===== config.mk =====
export PLATFORM = sky130hd
export DESIGN_NAME = riscv_decode_stage
export DESIGN_NICKNAME = d
export VERILOG_FILES = /design/src/rtl/riscv_definitions.sv /design/src/rtl/riscv_imm_gen.sv /design/src/rtl/riscv_decode_stage.sv
export SDC_FILE = /design/constraint.sdc
export NUM_CORES = 1
export LEC_CHECK = 0
export CAP_MARGIN = 25
export CORE_ASPECT_RATIO = 1.4
export CORE_MARGIN = 4
export CORE_UTILIZATION = 49
export CTS_BUF_LIST = sky130_fd_sc_hd__clkbuf_2
export DETAILED_ROUTE_END_ITERATION = 10
export PLACE_DENSITY = 0.77
export SLEW_MARGIN = 30
export SYNTH_ARGS = -nofsm -noshare
export SYNTH_HDL_FRONTEND = slang
export SYNTH_HIERARCHICAL = 1
export SYNTH_SLANG_ARGS = --single-unit

===== constraint.sdc =====
create_clock -name clk -period 6.4 [get_ports clk]
set_input_delay 1.6 -clock clk [delete_from_list [all_inputs] [get_ports clk]]
set_output_delay 1.6 -clock clk [all_outputs]
set_load 0.01 [all_outputs]

===== src/rtl/riscv_definitions.sv =====
// Shared RV32I decode types: opcodes, ALU operations, operand selects,
// immediate formats and the registered decode bundle.
package riscv_definitions;

    localparam int DATA_WIDTH = 32;
    localparam int REG_ADDR   = 5;

    typedef enum logic [6:0] {
        ALU_S   = 7'b0110011,
        ALUI_S  = 7'b0010011,
        LOAD_S  = 7'b0000011,
        STORE_S = 7'b0100011,
        BRCH_S  = 7'b1100011,
        JAL     = 7'b1101111,
        JALR    = 7'b1100111,
        LUI     = 7'b0110111,
        AUIPC   = 7'b0010111
    } opcode_t;

    // SLT/SLTU share the signed/unsigned less-than comparators used by branches.
    typedef enum logic [3:0] {
        ALU_ADD    = 4'd0,
        ALU_SUB    = 4'd1,
        ALU_SLL    = 4'd2,
        ALU_LT     = 4'd3,
        ALU_LTU    = 4'd4,
        ALU_XOR    = 4'd5,
        ALU_SRL    = 4'd6,
        ALU_SRA    = 4'd7,
        ALU_OR     = 4'd8,
        ALU_AND    = 4'd9,
        ALU_EQUAL  = 4'd10,
        ALU_NEQUAL = 4'd11,
        ALU_GT     = 4'd12,
        ALU_GTU    = 4'd13,
        ALU_BPS2   = 4'd14
    } alu_op_t;

    typedef enum logic {SRC1_RS1 = 1'b0, SRC1_PC  = 1'b1} alu_src1_e;
    typedef enum logic {SRC2_RS2 = 1'b0, SRC2_IMM = 1'b1} alu_src2_e;

    typedef enum logic [2:0] {IMM_I, IMM_IS, IMM_S, IMM_B, IMM_U, IMM_J} imm_src_t;

    localparam logic [2:0] F3_ADD  = 3'b000;
    localparam logic [2:0] F3_SLL  = 3'b001;
    localparam logic [2:0] F3_SLT  = 3'b010;
    localparam logic [2:0] F3_SLTU = 3'b011;
    localparam logic [2:0] F3_XOR  = 3'b100;
    localparam logic [2:0] F3_SR   = 3'b101;
    localparam logic [2:0] F3_OR   = 3'b110;
    localparam logic [2:0] F3_AND  = 3'b111;
    localparam logic [2:0] F3_BEQ  = 3'b000;
    localparam logic [2:0] F3_BNE  = 3'b001;
    localparam logic [2:0] F3_BLT  = 3'b100;
    localparam logic [2:0] F3_BGE  = 3'b101;
    localparam logic [2:0] F3_BLTU = 3'b110;
    localparam logic [2:0] F3_BGEU = 3'b111;

    localparam logic [6:0] FUNCT7_ALT = 7'b0100000;

    typedef struct packed {
        logic [DATA_WIDTH-1:0] pc;
        logic [REG_ADDR-1:0]   rd;
        logic [REG_ADDR-1:0]   rs1;
        logic [REG_ADDR-1:0]   rs2;
        logic [2:0]            funct3;
        logic [DATA_WIDTH-1:0] imm;
        alu_op_t               alu_op;
        alu_src1_e             alu_src1;
        alu_src2_e             alu_src2;
        logic                  reg_write;
        logic                  mem_read;
        logic                  mem_write;
        logic                  branch;
        logic                  jump;
        logic                  illegal;
    } decode_bundle_t;

    localparam decode_bundle_t BUNDLE_RESET = '{
        pc: '0, rd: '0, rs1: '0, rs2: '0, funct3: '0, imm: '0,
        alu_op: ALU_ADD, alu_src1: SRC1_RS1, alu_src2: SRC2_RS2,
        reg_write: 1'b0, mem_read: 1'b0, mem_write: 1'b0,
        branch: 1'b0, jump: 1'b0, illegal: 1'b0
    };

    function automatic alu_op_t alu_op_from_funct3(input logic [2:0] funct3, input logic alt);
        case (funct3)
            F3_ADD:  return alt ? ALU_SUB : ALU_ADD;
            F3_SLL:  return ALU_SLL;
            F3_SLT:  return ALU_LT;
            F3_SLTU: return ALU_LTU;
            F3_XOR:  return ALU_XOR;
            F3_SR:   return alt ? ALU_SRA : ALU_SRL;
            F3_OR:   return ALU_OR;
            default: return ALU_AND;
        endcase
    endfunction

endpackage


===== src/rtl/riscv_imm_gen.sv =====
// Combinational RV32I immediate generator; the opcode bits [6:0] never
// contribute to an immediate, so only instr[31:7] is taken.
module riscv_imm_gen
    import riscv_definitions::*;
(
    input  logic [DATA_WIDTH-1:7] instr,
    input  imm_src_t              imm_src,
    output logic [DATA_WIDTH-1:0] imm
);

    always_comb begin
        imm = '0;
        case (imm_src)
            IMM_I:   imm = {{20{instr[31]}}, instr[31:20]};
            IMM_IS:  imm = {27'b0, instr[24:20]};
            IMM_S:   imm = {{20{instr[31]}}, instr[31:25], instr[11:7]};
            IMM_B:   imm = {{19{instr[31]}}, instr[31], instr[7], instr[30:25], instr[11:8], 1'b0};
            IMM_U:   imm = {instr[31:12], 12'b0};
            IMM_J:   imm = {{11{instr[31]}}, instr[31], instr[19:12], instr[20], instr[30:21], 1'b0};
            default: imm = '0;
        endcase
    end

endmodule


===== src/rtl/riscv_decode_stage.sv =====
// Registered RV32I decode stage with a one-entry skid buffer holding an
// already-decoded bundle, so in_ready depends only on local state.
module riscv_decode_stage
    import riscv_definitions::*;
(
    input  logic                  clk,
    input  logic                  rst,
    input  logic                  flush,
    input  logic                  in_valid,
    output logic                  in_ready,
    input  logic [DATA_WIDTH-1:0] in_instr,
    input  logic [DATA_WIDTH-1:0] in_pc,
    output logic                  out_valid,
    input  logic                  out_ready,
    output logic [DATA_WIDTH-1:0] out_pc,
    output logic [REG_ADDR-1:0]   out_rd,
    output logic [REG_ADDR-1:0]   out_rs1,
    output logic [REG_ADDR-1:0]   out_rs2,
    output logic [2:0]            out_funct3,
    output logic [DATA_WIDTH-1:0] out_imm,
    output alu_op_t               out_alu_op,
    output alu_src1_e             out_alu_src1,
    output alu_src2_e             out_alu_src2,
    output logic                  out_reg_write,
    output logic                  out_mem_read,
    output logic                  out_mem_write,
    output logic                  out_branch,
    output logic                  out_jump,
    output logic                  out_illegal
);

    logic [6:0]            opcode;
    logic [2:0]            funct3;
    logic [6:0]            funct7;
    imm_src_t              imm_src;
    logic [DATA_WIDTH-1:0] imm;
    logic                  illegal;
    decode_bundle_t        ctrl;
    decode_bundle_t        decoded;
    decode_bundle_t        out_bundle;
    decode_bundle_t        skid_bundle;
    logic                  skid_valid;
    logic                  accept;

    assign opcode = in_instr[6:0];
    assign funct3 = in_instr[14:12];
    assign funct7 = in_instr[31:25];

    riscv_imm_gen u_imm_gen (
        .instr   (in_instr[DATA_WIDTH-1:7]),
        .imm_src (imm_src),
        .imm     (imm)
    );

    always_comb begin
        ctrl          = BUNDLE_RESET;
        ctrl.pc       = in_pc;
        ctrl.rd       = in_instr[11:7];
        ctrl.rs1      = in_instr[19:15];
        ctrl.rs2      = in_instr[24:20];
        ctrl.funct3   = funct3;
        imm_src       = IMM_I;
        illegal       = 1'b0;
        case (opcode)
            ALU_S: begin
                ctrl.reg_write = 1'b1;
                ctrl.alu_op    = alu_op_from_funct3(funct3, funct7[5]);
                if ((funct7 != 7'b0 && funct7 != FUNCT7_ALT) ||
                    (funct7 == FUNCT7_ALT && funct3 != F3_ADD && funct3 != F3_SR))
                    illegal = 1'b1;
            end
            ALUI_S: begin
                ctrl.reg_write = 1'b1;
                ctrl.alu_src2  = SRC2_IMM;
                // Only the right-shift form honours funct7[5]; ADDI must never become SUB.
                ctrl.alu_op    = alu_op_from_funct3(funct3, (funct3 == F3_SR) && funct7[5]);
                if (funct3 == F3_SLL) begin
                    imm_src = IMM_IS;
                    if (funct7 != 7'b0) illegal = 1'b1;
                end else if (funct3 == F3_SR) begin
                    imm_src = IMM_IS;
                    if (funct7 != 7'b0 && funct7 != FUNCT7_ALT) illegal = 1'b1;
                end
            end
            LOAD_S: begin
                ctrl.alu_src2  = SRC2_IMM;
                ctrl.mem_read  = 1'b1;
                ctrl.reg_write = 1'b1;
                if (funct3 == 3'b011 || funct3[2:1] == 2'b11) illegal = 1'b1;
            end
            STORE_S: begin
                ctrl.alu_src2  = SRC2_IMM;
                ctrl.mem_write = 1'b1;
                imm_src        = IMM_S;
                if (funct3 >= 3'b011) illegal = 1'b1;
            end
            BRCH_S: begin
                ctrl.branch = 1'b1;
                imm_src     = IMM_B;
                case (funct3)
                    F3_BEQ:  ctrl.alu_op = ALU_EQUAL;
                    F3_BNE:  ctrl.alu_op = ALU_NEQUAL;
                    F3_BLT:  ctrl.alu_op = ALU_LT;
                    F3_BGE:  ctrl.alu_op = ALU_GT;
                    F3_BLTU: ctrl.alu_op = ALU_LTU;
                    F3_BGEU: ctrl.alu_op = ALU_GTU;
                    default: illegal     = 1'b1;
                endcase
            end
            JAL: begin
                ctrl.alu_src1  = SRC1_PC;
                ctrl.alu_src2  = SRC2_IMM;
                ctrl.jump      = 1'b1;
                ctrl.reg_write = 1'b1;
                imm_src        = IMM_J;
            end
            JALR: begin
                ctrl.alu_src2  = SRC2_IMM;
                ctrl.jump      = 1'b1;
                ctrl.reg_write = 1'b1;
                if (funct3 != 3'b000) illegal = 1'b1;
            end
            LUI: begin
                ctrl.alu_op    = ALU_BPS2;
                ctrl.alu_src2  = SRC2_IMM;
                ctrl.reg_write = 1'b1;
                imm_src        = IMM_U;
            end
            AUIPC: begin
                ctrl.alu_src1  = SRC1_PC;
                ctrl.alu_src2  = SRC2_IMM;
                ctrl.reg_write = 1'b1;
                imm_src        = IMM_U;
            end
            default: illegal = 1'b1;
        endcase
        // Illegal instructions still flow downstream but must cause no side effects.
        if (illegal) begin
            ctrl.reg_write = 1'b0;
            ctrl.mem_read  = 1'b0;
            ctrl.mem_write = 1'b0;
            ctrl.branch    = 1'b0;
            ctrl.jump      = 1'b0;
        end
        ctrl.illegal = illegal;
    end

    always_comb begin
        decoded     = ctrl;
        decoded.imm = imm;
    end

    assign in_ready = !skid_valid;
    assign accept   = in_valid && in_ready;

    always_ff @(posedge clk or posedge rst) begin
        if (rst) begin
            out_valid   <= 1'b0;
            skid_valid  <= 1'b0;
            out_bundle  <= BUNDLE_RESET;
            skid_bundle <= BUNDLE_RESET;
        end else if (flush) begin
            out_valid  <= 1'b0;
            skid_valid <= 1'b0;
        end else if (!out_valid || out_ready) begin
            // The skid entry is older than anything upstream, so it drains first.
            if (skid_valid) begin
                out_bundle <= skid_bundle;
                out_valid  <= 1'b1;
                skid_valid <= 1'b0;
            end else if (accept) begin
                out_bundle <= decoded;
                out_valid  <= 1'b1;
            end else begin
                out_valid  <= 1'b0;
            end
        end else if (accept) begin
            skid_bundle <= decoded;
            skid_valid  <= 1'b1;
        end
    end

    assign out_pc        = out_bundle.pc;
    assign out_rd        = out_bundle.rd;
    assign out_rs1       = out_bundle.rs1;
    assign out_rs2       = out_bundle.rs2;
    assign out_funct3    = out_bundle.funct3;
    assign out_imm       = out_bundle.imm;
    assign out_alu_op    = out_bundle.alu_op;
    assign out_alu_src1  = out_bundle.alu_src1;
    assign out_alu_src2  = out_bundle.alu_src2;
    assign out_reg_write = out_bundle.reg_write;
    assign out_mem_read  = out_bundle.mem_read;
    assign out_mem_write = out_bundle.mem_write;
    assign out_branch    = out_bundle.branch;
    assign out_jump      = out_bundle.jump;
    assign out_illegal   = out_bundle.illegal;

endmodule


==> results of run 1 <==
## state kept, by name, summed over array words and instances (netlist names), 3 cells and up
signal and count:
out_rd 5, out_pc 32, out_rs1 5, out_alu_op 4
out_rs2 5, out_imm 32, skid_bundle 94, out_funct3 3
## layer usage
metal / global-route usage, % / wire [um]
met5: 0 / 0
met4: 7.26 / 520
met3: 4.73 / 1390
met2: 35.1 / 10600
met1: 30.2 / 9730
## critical path: stages
cell,delay (ns)
clkdlybuf4s50_1,0.66
nand3b_1,0.45
a211oi_1,0.30
a31oi_1,0.07
nor2_1,0.30
nor2b_2,0.35
or3b_1,0.63
o21ai_0,0.28
mux2i_1,0.18
o21ai_0,0.10
## area by class of cell
type	count	area, um2	area share, %
well taps	240	300	2.76
flip-flops and latches	190	4760	43.7
clock buffers	17	85.1	0.782
repair buffers	172	1760	16.2
multi-input cells	719	3810	35.0
diodes	1	2.50	0.0230
clock inverters	15	133	1.22
inverters	7	30.0	0.276
## placed cells by master, fill, tap and decap left out, drive strengths merged, types with 6 or more instances in the layout
master / count
inv: 12
mux2i: 86
dfrtp: 190
o31ai: 6
nand2: 368
or4: 6
o21ai: 119
a21oi: 24
nor3: 11
clkbuf: 17
and3: 6
buf: 8
nor2: 17
nand2b: 7
and2: 9
clkdlybuf4s50: 164
## logic make-up after synthesis
kind of cell	count (synthesis)
AOI/OAI and AO/OA	180
xor gates and xnor gates	3
buffers and inverters	77
DFF	190
muxes	86
and+or+nand+nor	450
## worst paths after layout
check	startpoint	to	slack, ns	cells after the start
hold / removal	skid_bundle[90]	skid_bundle[90]	0.51	2
max in group asynchronous	rst	skid_valid	4.19	4
setup / recovery	in_instr[4]	out_imm[20]	2.12	10
setup reg to reg	skid_valid	skid_bundle[0]	3.82	5
min in group asynchronous	rst	skid_bundle[72]	1.23	3
hold reg to reg	skid_bundle[90]	skid_bundle[90]	0.51	2
## where the power goes
| part | leakage (uW) | switching [uW] | internal (uW) | total (uW) |
|---|---|---|---|---|
| logic | 0.00228 | 302 | 309 | 611 |
| registers | 0.00240 | 117 | 1410 | 1530 |
| clock network | 0.000124 | 451 | 116 | 567 |
## cells in the mapped netlist (2+ instances only)
| master | instances | area (um2) |
|---|---|---|
| o21a_1 | 3 | 22.5 |
| nand4bb_1 | 2 | 22.5 |
| or4_1 | 5 | 37.5 |
| clkbuf_1 | 44 | 165 |
| nor3_1 | 10 | 50.1 |
| inv_1 | 7 | 26.3 |
| mux2i_1 | 86 | 861 |
| a32oi_1 | 3 | 26.3 |
| o31ai_1 | 6 | 45.0 |
| o21ai_0 | 116 | 581 |
| o22ai_1 | 3 | 18.8 |
| dfrtp_1 | 190 | 4750 |
| nand4b_1 | 3 | 26.3 |
| buf_6 | 4 | 45.0 |
| a21boi_0 | 2 | 15.0 |
| and2_1 | 9 | 56.3 |
| a211o_1 | 2 | 17.5 |
| xnor2_1 | 2 | 17.5 |
| a211oi_1 | 3 | 22.5 |
| nor2_1 | 17 | 63.8 |
| a31oi_1 | 5 | 31.3 |
| buf_2 | 16 | 80.1 |
| nand2b_1 | 7 | 43.8 |
| buf_1 | 5 | 18.8 |
| o21ai_2 | 3 | 26.3 |
| or3_1 | 5 | 31.3 |
| nand2_1 | 367 | 1380 |
| nand3_1 | 5 | 25.0 |
| a21oi_1 | 24 | 120 |
| and3_1 | 6 | 37.5 |
## through the flow
step | hold slack [ns] | setup slack (ns)
after floorplan | 0.433 | 2.35
after global placement | 0.445 | 1.51
after detailed placement | 0.460 | 1.37
after CTS | 0.515 | 2.25
after global routing | 0.529 | 1.95
final | 0.510 | 2.12
==> impl_metrics.ini, run 1 <==
[clock_tree]
worst_setup_hold_path_clk_slew_ns = 0.27
cts_buffers = 17
cts_buffer_depth = 2
h-tree-depth = 4
clockRootBuffer = clkbuf_2
post_cts_buffers = 0
cts_tree = built
cts_resized = 0
cts_sinks = 190
postCtsHoldBufs = 0
clk_latency_ns = 0.77

[cells_and_area]
fillCellCount = 1579
finish.instance_area_um2 = 10900
final_core_util_pct = 60.7
fin_nets = 1176
area.growth.synth_to_final_pct = 22.3
drive_gt1_share_pct = 5.00
final_cells = 1361

[route]
wirelength_mm = 22.2
detail_route.wl_per_cell_um = 16.3
drtIter0Drc = 676
drt_pre_antenna_iters = 6
ant_nets = 0
via_per_inst = 5.39
vias = 7339
drc = 0

[place]
place_area_um2 = 10700
dp_cells = 1328
gp_congestion = 0.848
port_buffers = 164
dpl.hpwl_mm = 14.8

[logic_synthesis]
synth_area_um2 = 8900
synth_compound_area_share_pct = 11.4
yosysUniqueCellTypes = 56
netlist_instances = 986
yosys.area_share.adder_pct = 0
synth_top_family_by_area = simple AND/OR/NAND/NOR gates
synthArstFlopShare_pct = 100
synth_seq_cells = 190
avgSynthCellArea_um2 = 9.03
synth-edff-count = 0
yosysWarnings = 6
synth_xor_xnor_area_share_pct = 0.295
syn-num-nets = 1055
ys_seq_area_share_pct = 53.4
muxShareOfSynthArea_pct = 9.67
synth-main-ff-cell = dfrtp_1
synthSimpleGateAreaFrac_pct = 21.3

[worst_setup_path]
cp.arrival_ns = 4.93
critical_path.max_fanout = 19
worstSetupStartpointType = input pin
cp.required_ns = 7.05
crit_type = input pin to flip-flop
end_kind = flip-flop

[power_and_ir_drop]
static-leakage-power_uw = 0.00480
powerDensity_nw_per_um2 = 249
total_power_uw = 2710
ir_drop_mv = 0.153

[timing]
worst_slew_pin_slew_ns = 0.851
fmax_ghz = 0.234
final.min_clock_period_ns = 4.28
drv_slew = 0
worst_clock_skew_ns = 0.0474
fin_crit_sh_pct = 66.9
tns_ns = 0
finalSetupViolations = 0
rsz0062_at_grt = false
slew_headroom_pct = 43.1
timing.final.hold_violations = 0

[floorplan]
start_util_pct = 49.7
die-area_um2 = 20400
die_x_um = 122
ios = 165
core_area_um2 = 17900
die_h_um = 167
row_count = 58

[grt]
grt_overflow = 0
grt_max_degree = 106
antenna_found_initial = 1
grt_pass1_vias = 7099
grt_pass1_wl_mm = 36.3
grt_usage_pct = 22.1

[hold_path]
min_path_type = flip-flop to flip-flop

[job]
maxCapViolCount = 0

[outcome]
outcome = finished clean
Note: power is estimated with default switching activity, not from simulation.
==> run 2, diff against run 1 <==
==> constraint.sdc (replaced) <==
create_clock -name clk -period 3.8 [get_ports clk]
set_input_delay 0.95 -clock clk [delete_from_list [all_inputs] [get_ports clk]]
set_output_delay 0.95 -clock clk [all_outputs]
set_load 0.01 [all_outputs]
==> run 2 against run 1 <==
Compared with the run above: via count rose by 0.79%; global-route usage up 1.1 points; final area up 2.3%; total power grew 78%; setup slack worse by 1.6 ns; sequential cell count unchanged; core utilization grew 1.4 points; critical path depth is 8 lower; sequential share of layout area fell by 0.97 points; clock power up 110%.
==> impl_metrics.ini, run 2 (synthesis results as in run 1) <==
[route]
drc = 0
wl_met3_mm = 1.21
ant_nets = 0
wirelength_mm = 22.8
drtIter0Drc = 591
highest_layer = met4
wl_met1_mm = 10.0
vias = 7397
drt_pre_antenna_iters = 7
detail_route.wl_per_cell_um = 16.5
via_per_inst = 5.36
wl_met2_mm = 11.0

[clock_tree]
cts_tree = built
postCtsHoldBufs = 0
h-tree-depth = 4
clockRootBuffer = clkbuf_2
post_cts_buffers = 0
cts_sinks = 190
worst_setup_hold_path_clk_slew_ns = 0.25
cts_resized = 0
cts_buffer_depth = 2
clk_latency_ns = 0.78
cts_buffers = 17

[cells_and_area]
drive_gt1_share_pct = 6.50
final_cells = 1380
finish.instance_area_um2 = 11100
largest_reg_flops = 94
final_common_cell = nand2_1
area.growth.synth_to_final_pct = 25.0
fin_nets = 1195
top_register = skid_bundle
mostFrequentLayoutCells = nand2_1, dfrtp_1, clkdlybuf4s50_1

[grt]
grt_max_degree = 82
grt_usage_pct = 23.1
antenna_found_initial = 1
grt_pass1_wl_mm = 37.9
grt_pass1_vias = 7453
grt_overflow = 0

[worst_setup_path]
path_buf_inv = 2
worstSetupStartpointType = flip-flop
reg2reg_from = skid_valid
crit_type = flip-flop to primary output
end_kind = primary output
crit_start = skid_valid
crit_chain = inv_1 > clkdlybuf4s50_1
critPathMaxStageDelay_ns = 0.84
cp.arrival_ns = 2.36
cp.required_ns = 2.85
critical_path.max_fanout = 36
rrSetupSlack_ns = 1.22
cp_top_family = flip-flops
crit_slowest_cell = dfrtp_4

[power_and_ir_drop]
ir_drop_mv = 0.233
powerDensity_nw_per_um2 = 433
static-leakage-power_uw = 0.00495

[place]
port_buffers = 164
dpl.hpwl_mm = 15.7
gp_congestion = 0.893
place_area_um2 = 10800
dp_cells = 1347

[hold_path]
min_path_type = flip-flop to flip-flop
min-delay-start = skid_bundle[10]

[floorplan]
core_area_um2 = 17900
die_x_um = 122
die-area_um2 = 20400
start_util_pct = 49.7
row_count = 58
ios = 165
die_h_um = 167

[timing]
fin_crit_sh_pct = 87.0
final.min_clock_period_ns = 3.31
slew_headroom_pct = 45.2
timing.final.hold_violations = 0
fmax_ghz = 0.302
finalSetupViolations = 0
worst_clock_skew_ns = 0.0426
worst_slew_pin_slew_ns = 0.821
drv_slew = 0
rsz0062_at_grt = false

[outcome]
outcome = finished clean

[job]
maxCapViolCount = 0
## run 2: cell types whose count changed in the layout (fill, tap and decap cells not counted), moves of 2 or more
cell        previous run  this run
clkinvlp_4             5         2
buf_6                  2         0
buf_12                 1         7
bufinv_16              0         4
buf_16                 2         0
buf_4                  3        20
## run 2: cell type report
type                            instances  area (um2)
Tap cell                              240         300
Antenna cell                            1        2.50
Sequential cell                       190        4760
Clock inverter                         14         204
Fill cell                            1558        6800
Clock buffer                           18        90.1
Timing Repair Buffer                  191        1930
Multi-Input combinational cell        719        3810
Inverter                                7        30.0
## run 2: path summary, 6_finish.rpt
kind,end,cells after the start
min in group asynchronous,skid_bundle[71],2
max reg2reg,out_imm[7],4
max,in_ready,2
min reg2reg,skid_bundle[10],2
min,skid_bundle[10],2
max in group asynchronous,skid_valid,3
## run 2: worst min-delay path: cells and delay by family, from the launching register on
family,cells,cell delay [ns]
AND/OR/NAND/NOR,2,0.10
flip-flops,1,0.41
## run 2: metal layers
layer	up-vias	track usage [%]
li1	3581	-
met1	3522	31.7
met2	246	36.8
met3	48	3.95
met4	0	8.87
met5	-	0
## run 2: per-stage QoR
stage               util (%)  TNS [ns]  hold slack [ns]  worst slack (ns)  total power [uW]
detailed placement      60.4   -0.0518            0.455           -0.0309              3680
global route            62.1         0            0.533             0.336              5110
finish                  62.1         0            0.504             0.493              4820
CTS                     62.1         0            0.508             0.398              4860
floorplan                  -         0            0.433             0.402              3090
global placement        60.4         0            0.447            0.0198              3630
## run 2: power by group
group / total, uW / internal, uW / switching, uW
Clock: 1190 / 453 / 737
Sequential: 2580 / 2380 / 204
Combinational: 1050 / 534 / 515
Total: 4820 / 3370 / 1460
==> run 3, diff against run 2 <==
--- a/config.mk
+++ b/config.mk
@@ -11,8 +11,8 @@
 export CORE_UTILIZATION = 49
 export CTS_BUF_LIST = sky130_fd_sc_hd__clkbuf_2
 export DETAILED_ROUTE_END_ITERATION = 10
-export PLACE_DENSITY = 0.77
-export SLEW_MARGIN = 30
+export PLACE_DENSITY = 0.81
+export SLEW_MARGIN = 20
 export SYNTH_ARGS = -nofsm -noshare
 export SYNTH_HDL_FRONTEND = slang
 export SYNTH_HIERARCHICAL = 1
==> run 3 against run 2 <==
Compared with the run above: critical endpoint unchanged; hold slack improved by 0.0023 ns; combinational power barely moved; final cell count did not move; sequential power barely moved; clock skew rose by 0.0085 ns; total power fell by 3.8%; routed wire length did not move; clock power fell by 15%; maximum frequency fell by 1.6%; setup slack got worse by 0.053 ns; sequential share of layout area rose by 0.39 points.
==> impl_metrics.ini, run 3 (synthesis results as in run 1) <==
[place]
gp_congestion = 0.868
dp_cells = 1346
pre_cts_slack_ns = -0.0583
port_buffers = 164
dpl.hpwl_mm = 15.7

[power_and_ir_drop]
pwr-share-seq_pct = 55.6
swShare_pct = 30.6
p_clk_share_pct = 21.9
p_int_uw = 3220
static-leakage-power_uw = 0.00491
comb_power_share_pct = 22.5
ir_drop_mv = 0.221
powerDensity_nw_per_um2 = 421
p_sw_uw = 1420
total_power_uw = 4640

[timing]
drv_slew = 0
worst_slack_ns = 0.441
rsz0062_at_grt = false
fin_crit_sh_pct = 88.4
timing.final.hold_violations = 0
tns_ns = 0
worst_slew_pin_slew_ns = 1.04
finalSetupViolations = 0
fmax_ghz = 0.298
worst_clock_skew_ns = 0.0510
slew_headroom_pct = 31.0
final.min_clock_period_ns = 3.36

[route]
ant_nets = 0
drtIter0Drc = 558
via_per_inst = 5.45
wirelength_mm = 22.8
detail_route.wl_per_cell_um = 16.5
vias = 7518
drc = 0
drt_pre_antenna_iters = 6

[cells_and_area]
drive_gt1_share_pct = 6.50
top_register = skid_bundle
fin_nets = 1194
final_cells = 1380
final_core_util_pct = 61.5
area.growth.synth_to_final_pct = 23.9
final_common_cell = nand2_1
mostFrequentLayoutCells = nand2_1, dfrtp_1, clkdlybuf4s50_1
largest_reg_flops = 94

[floorplan]
core_area_um2 = 17900
row_count = 58
die_h_um = 167
ios = 165
die-area_um2 = 20400
die_x_um = 122
start_util_pct = 49.7

[worst_setup_path]
cp.arrival_ns = 2.41
crit_type = flip-flop to primary output
reg2reg_from = skid_valid
crit_start = skid_valid
end_kind = primary output
worstSetupStartpointType = flip-flop
critical_path.max_fanout = 38
cp.required_ns = 2.85

[grt]
grt_pass1_vias = 7308
antenna_found_initial = 2
grt_pass1_wl_mm = 37.1
grt_max_degree = 84
grt_overflow = 0
grt_usage_pct = 22.6

[clock_tree]
cts_buffer_depth = 2
postCtsHoldBufs = 0
cts_sinks = 190
post_cts_buffers = 0
h-tree-depth = 4
clk_latency_ns = 0.77
cts_buffers = 17
clockRootBuffer = clkbuf_2
cts_resized = 0
cts_tree = built
worst_setup_hold_path_clk_slew_ns = 0.21

[hold_path]
min_path_type = flip-flop to flip-flop
min-delay-start = skid_bundle[93]

[job]
maxCapViolCount = 0

[outcome]
outcome = finished clean
run 3: cell types whose count changed in the layout (fill, tap and decap cells not counted), moves of 2 or more:
cell and change:
inv_6 -2, buf_12 -3, clkinv_4 +2, buf_4 +2
clkinv_2 +3, inv_8 -2, bufinv_16 -2
run 3: metrics by stage:
| stage | hold slack [ns] | cell area, um2 |
|---|---|---|
| global placement | 0.444 | 10800 |
| detailed placement | 0.462 | 10800 |
| floorplan | 0.433 | 8900 |
| finish | 0.507 | 11000 |
| global route | 0.530 | 11000 |
| CTS | 0.510 | 11000 |
run 3: layout make-up:
class                   instances  area (um2)
diodes                          2        5.00
clock buffers                  19        95.1
clock inverters                13         140
fillers                      1554        6900
repair buffers                190        1890
inverters                       7        30.0
multi-input cells             719        3810
well taps                     240         300
flip-flops and latches        190        4760
run 3: worst paths after layout:
| check | end | slack [ns] | depth (start not counted) |
|---|---|---|---|
| max in group asynchronous | skid_bundle[45] | 2.39 | 3 |
| min in group asynchronous | skid_bundle[30] | 0.60 | 2 |
| setup reg to reg | out_jump | 1.30 | 5 |
| hold reg to reg | skid_bundle[93] | 0.51 | 2 |
| setup / recovery | in_ready | 0.44 | 2 |
| hold / removal | skid_bundle[93] | 0.51 | 2 |
run 3: critical path, cell delays in order (launching register included):
cell and delay [ns]:
dfrtp_4 0.89, inv_1 0.25, clkdlybuf4s50_1 0.54
run 3: routing by layer:
metal,part of all wire (%),up-vias,track usage [%]
met5,0,-,0
met4,1.7,0,7.12
met3,5.7,31,3.99
met2,50,247,37.1
met1,43,3670,30.8
li1,-,3570,-
run 3: power groups by stage:
| stage | clock network [uW] | registers, uW | logic [uW] |
|---|---|---|---|
| floorplan | 0 | 2650 | 447 |
| global placement | 0 | 2600 | 1020 |
| detailed placement | 0 | 2620 | 1060 |
| CTS | 1050 | 2580 | 1060 |
| global route | 1120 | 2630 | 1170 |
| finish | 1010 | 2580 | 1050 |
